File: src/rtl/cordic_exp_pkg.sv
// Shared constants for the pipelined hyperbolic CORDIC exp() unit.
// Shift sequence, atanh table and angle saturation helper.
package cordic_exp_pkg;
  localparam int SZ = 8;
  localparam int NITER = 8;
  localparam int XW = 14;
  localparam int ZW = 12;
  localparam int OW = SZ + 2;
  localparam int OMAX = 2 ** OW - 1;

  localparam int SHIFT [0:NITER-1] =
    '{1, 2, 3, 4, 4, 5, 6, 7};
  localparam int ATANH_Q9 [0:NITER-1] =
    '{281, 131, 64, 32, 32, 16, 8, 4};

  localparam int ANG_MAX = 35;
  localparam int ANG_MIN = -35;

  // Clamp to the convergence range, then Q2.5 -> Q2.9.
  function automatic logic signed [ZW-1:0] sat_angle(
    input logic signed [SZ-1:0] a
  );
    logic signed [SZ-1:0] s;
    logic signed [ZW-1:0] w;
    if (a > ANG_MAX)
      s = SZ'(ANG_MAX);
    else if (a < ANG_MIN)
      s = SZ'(ANG_MIN);
    else
      s = a;
    w = {{(ZW-SZ){s[SZ-1]}}, s};
    return w <<< 4;
  endfunction
endpackage

File: src/rtl/cordic_exponential_8bit_stage.sv
// One registered hyperbolic micro-rotation.
// Direction follows the sign of the residual angle.
module cordic_hyp_stage
  import cordic_exp_pkg::XW;
  import cordic_exp_pkg::ZW;
#(
  parameter int SHIFT = 1,
  parameter int ATANH = 281
) (
  input  logic                 clk,
  input  logic                 rst_n,
  input  logic signed [XW-1:0] x,
  input  logic signed [XW-1:0] y,
  input  logic signed [ZW-1:0] z,
  output logic signed [XW-1:0] x_q,
  output logic signed [XW-1:0] y_q,
  output logic signed [ZW-1:0] z_q
);
  logic signed [XW-1:0] xs;
  logic signed [XW-1:0] ys;
  logic                 pos;

  assign xs  = x >>> SHIFT;
  assign ys  = y >>> SHIFT;
  assign pos = ~z[ZW-1];

  always_ff @(posedge clk or negedge rst_n) begin
    if (!rst_n) begin
      x_q <= '0;
      y_q <= '0;
      z_q <= '0;
    end else if (pos) begin
      x_q <= x + ys;
      y_q <= y + xs;
      z_q <= z - ZW'(ATANH);
    end else begin
      x_q <= x - ys;
      y_q <= y - xs;
      z_q <= z + ZW'(ATANH);
    end
  end
endmodule

File: src/rtl/cordic_exponential_8bit.sv
// Streaming exp(z) = cosh(z) + sinh(z), one angle per clock.
// Input register, NITER rotations, rounding/saturating output register.
module cordic_exponential_8bit
  import cordic_exp_pkg::*;
(
  input  logic                 clk,
  input  logic                 rst_n,
  input  logic signed [SZ-1:0] angle,
  input  logic signed [SZ-1:0] Xin,
  input  logic signed [SZ-1:0] Yin,
  output logic        [OW-1:0] exp
);
  logic signed [XW-1:0] x0;
  logic signed [XW-1:0] y0;
  logic signed [ZW-1:0] z0;

  logic signed [XW-1:0] xs [0:NITER];
  logic signed [XW-1:0] ys [0:NITER];
  logic signed [ZW-1:0] zs [0:NITER];

  logic signed [XW:0] sum;
  logic signed [XW:0] rnd;

  always_ff @(posedge clk or negedge rst_n) begin
    if (!rst_n) begin
      x0 <= '0;
      y0 <= '0;
      z0 <= '0;
    end else begin
      x0 <= {{(XW-SZ){Xin[SZ-1]}}, Xin} <<< 2;
      y0 <= {{(XW-SZ){Yin[SZ-1]}}, Yin} <<< 2;
      z0 <= sat_angle(angle);
    end
  end

  assign xs[0] = x0;
  assign ys[0] = y0;
  assign zs[0] = z0;

  for (genvar k = 0; k < NITER; k++) begin : g_rot
    cordic_hyp_stage #(
      .SHIFT (SHIFT[k]),
      .ATANH (ATANH_Q9[k])
    ) u_stage (
      .clk   (clk),
      .rst_n (rst_n),
      .x     (xs[k]),
      .y     (ys[k]),
      .z     (zs[k]),
      .x_q   (xs[k+1]),
      .y_q   (ys[k+1]),
      .z_q   (zs[k+1])
    );
  end

  assign sum = xs[NITER] + ys[NITER];
  assign rnd = (sum + 15'sd2) >>> 2;

  always_ff @(posedge clk or negedge rst_n) begin
    if (!rst_n)
      exp <= '0;
    else if (rnd < 0)
      exp <= '0;
    else if (rnd > OMAX)
      exp <= '1;
    else
      exp <= rnd[OW-1:0];
  end
endmodule

File: config.mk
export PLATFORM = sky130hd
export DESIGN_NAME = cordic_exponential_8bit
export DESIGN_NICKNAME = d
export VERILOG_FILES = /design/src/rtl/cordic_exp_pkg.sv /design/src/rtl/cordic_exponential_8bit_stage.sv /design/src/rtl/cordic_exponential_8bit.sv
export SDC_FILE = /design/constraint.sdc
export NUM_CORES = 1
export LEC_CHECK = 0
export BUFFER_PORTS_ARGS = -buffer_cell sky130_fd_sc_hd__buf_2
export CAP_MARGIN = 20
export CORE_UTILIZATION = 40
export DETAILED_ROUTE_END_ITERATION = 12
export GPL_TIMING_DRIVEN = 0
export MAX_ROUTING_LAYER = met4
export SLEW_MARGIN = 20
export SYNTH_ARGS = -nofsm -noshare
export SYNTH_HDL_FRONTEND = slang
export SYNTH_SLANG_ARGS = --single-unit
File: constraint.sdc
create_clock -name clk -period 3.9 [get_ports clk]
set_input_delay 0.585 -clock clk [delete_from_list [all_inputs] [get_ports clk]]
set_output_delay 0.585 -clock clk [all_outputs]
set_load 0.05 [all_outputs]
==> results.yml <==
status:
  status: "finished clean"
drt:
  drt_iter0_drc: 751
  viasPerCell: 5.35
  drt_drc_violations_left: 0
  first_pass_iters: 9
  routedWlPerCell_microns: 15.6
  ant_nets: 0
  wl_microns: 48500
  num_vias: 16700
grt:
  grt_max_degree: 100
  grt_pass1_wl_microns: 81800
  grt_pass1_vias: 16900
  use_met2_pct: 32.0
  grt_use_met3_pct: 2.42
  grtUsageTotal_pct: 18.2
  antenna_found_initial: 0
  use_met1_pct: 21.2
  top_usage_layer: "met2"
  gr-total-overflow: 0
floorplan:
  die_height_microns: 237
  start_util_pct: 40.7
  core_sq_um: 54100
  rows: 85
  die-area_sq_um: 56100
  ioPinCount: 36
  die_w_microns: 237
timing:
  final-hold-violation-count: 0
  hold_slack_ns: 0.146
  setup_viol: 0
  period_share_pct: 95.7
  slew_headroom_pct: 54.1
  fmax_mhz: 268
  slew_viol_final: 0
  fin_skew_ns: 0.0104
  worst_pin_slew_ns: 0.685
  period_minus_slack_ns: 3.73
layout:
  layout-drive-gt1-share_pct: 6.71
  area_growth_pct: 11.0
  antenna_cells: 0
  layout.nets: 2733
synthesis:
  synth.distinct_cells: 58
  synth_top_area_share_pct: 34.7
  synth-seq-cells: 306
  yosysSeqAreaShare_pct: 34.7
  syn_area_per_cell_sq_um: 9.52
  postSynthCellCount: 2317
  async_flop_share_pct: 100
  ys_dominant_reg_cell: "dfrtp_1"
  synth_nets: 2658
  synth_area_leaders: "dfrtp_1 35%, ha_1 17%, xnor2_1 10%"
  synth_commonest_cells: "306 x dfrtp_1, 292 x ha_1, 260 x xnor2_1"
  yosysTopAreaCell: "dfrtp_1"
  yosysMostFrequentCell: "dfrtp_1"
  netlist_area_sq_um: 22100
  synth_edf_count: 0
  ys_warn_count: 0
placed_design:
  portBuffers: 35
  gp_congestion: 0.880
  hpwl_microns: 38600
critical_path:
  cpPeakStageDelay_ns: 0.52
  start_kind: "flop"
  arrival_ns: 4.19
  end_kind: "flop"
  required_ns: 4.36
  critPathMaxFanout: 10
  cp.buffers_inverters: 2
  crit_slowest_cell: "mux2i_1"
  cp_top_family: "compound AO/OA/AOI/OAI gates"
  path_cells: "clkbuf_1, clkbuf_2, mux2i_1, ha_1, nor2b_1, o31a_1, o41ai_2, o2111ai_1, a31o_2, a21oi_1, xnor2_1"
  crit_type: "reg -> reg"
clock_network:
  clk_pin_slew_ns: 0.06
  cts_root_buffer: "clkbuf_16"
  numCtsBuffers: 36
  clock_sink_count: 306
  clk_latency_ns: 0.54
  htreeDepth: 2
  clock_path_buffers: 3
  cts_tree: "yes"
worst_hold_path:
  hold_path_class: "in -> reg"
run:
  cap_viol_max_count: 0
-- metrics by stage --
step	instance area, sq um	setup TNS, ns	std cells	util, %	worst slack [ns]
detailed placement	23200	-1.52	3052	42.8	-0.281
CTS	24400	0	3115	45.2	0.0177
floorplan	22100	0	2317	-	0.710
finish	24500	0	3112	45.2	0.169
global route	24500	-0.000394	3112	45.2	-0.000394
global placement	23100	-1003.68	3048	42.7	-3.32
-- state kept, by name, summed over array words and instances, names as in the netlist --
| name | cells |
|---|---|
| exp | 10 |
| x0 | 8 |
| g_rot.u_stage.z_q | 56 |
| z0 | 8 |
| y0 | 8 |
| g_rot.u_stage.y_q | 108 |
| g_rot.u_stage.x_q | 108 |
-- final timing paths --
kind | startpoint | endpoint | slack (ns) | cells after the start
max in group asynchronous | rst_n | g_rot[3].u_stage.x_q[12] | 2.12 | 4
hold / removal | Yin[0] | y0[2] | 0.15 | 1
setup / recovery | g_rot[4].u_stage.z_q[11] | g_rot[5].u_stage.y_q[13] | 0.17 | 11
setup reg to reg | g_rot[4].u_stage.z_q[11] | g_rot[5].u_stage.y_q[13] | 0.17 | 11
hold reg to reg | g_rot[2].u_stage.z_q[4] | g_rot[3].u_stage.z_q[4] | 0.35 | 0
min in group asynchronous | rst_n | exp[8] | 0.56 | 2
-- layout by cell type (no fill, tap or decap), types with 7 or more instances in the layout --
master       n
nand2b_1    10
o41ai_1     19
o211ai_1    27
a311oi_1    12
a31oi_1     24
a21oi_1    210
nor4_1      19
o21ba_2     11
ha_1       292
o21bai_1    14
fa_1        23
nor2b_1     50
a21o_1      36
o31ai_1     10
o31a_1      19
and3_1      15
or3_1       25
nor2_1     246
inv_1      161
a211oi_1    11
dfrtp_1    305
a31o_2      16
o41ai_2      8
o21a_1      56
nor3_1      98
mux2i_1     30
clkbuf_1    36
or2_2       16
and2_1      13
clkbuf_2     7
nand3_1     41
buf_2       37
xor2_1      47
nand2_1     38
xnor2_1    260
o21ai_0     62
clkbuf_16   37
-- worst register-to-register path: cells and delay by family (launching register included) --
kind,cells,cell delay (ns)
AND/OR/NAND/NOR,1,0.14
AO/OA/AOI/OAI,5,1.39
buffers and inverters,2,0.70
XOR/XNOR,1,0.14
multiplexers,1,0.52
flip-flops,1,0.41
adder cells (fa/ha/maj),1,0.34
-- area by class of cell --
| cell class | count | area (sq um) |
|---|---|---|
| Clock buffer | 51 | 1040 |
| Sequential cell | 306 | 7660 |
| Buffer | 42 | 176 |
| Fill cell | 5114 | 29600 |
| Timing Repair Buffer | 40 | 283 |
| Tap cell | 696 | 871 |
| Clock inverter | 11 | 163 |
| Inverter | 162 | 608 |
| Multi-Input combinational cell | 1804 | 13700 |
-- cells by family (layout without fill, tap and decap cells) --
kind of cell	after synthesis	in the layout	synth area share (%)
AO/OA/AOI/OAI	567	567	16.8
XOR/XNOR	307	307	12.2
buffers and inverters	207	306	3.56
flip-flops	306	306	34.7
AND/OR/NAND/NOR	583	583	12.6
adder cells (fa/ha/maj)	315	315	18.7
multiplexers	32	32	1.45
-- what timing repair did --
item	in CTS	in global routing
setup endpoints to repair	12	16
setup buffers	0	0
resized for setup	8	17
hold buffers	1	0
endpoints found under the hold margin	60	0
-- routing by layer --
| layer | part of all wire, % | wire length, microns |
|---|---|---|
| met4 | 3.0 | 1480 |
| met3 | 3.4 | 1660 |
| met5 | 0 | 0 |
| met1 | 43 | 21000 |
| met2 | 50 | 24400 |
Power is not shown: default switching activity piles up to over one toggle a cycle in this logic, so the estimate is an artifact.
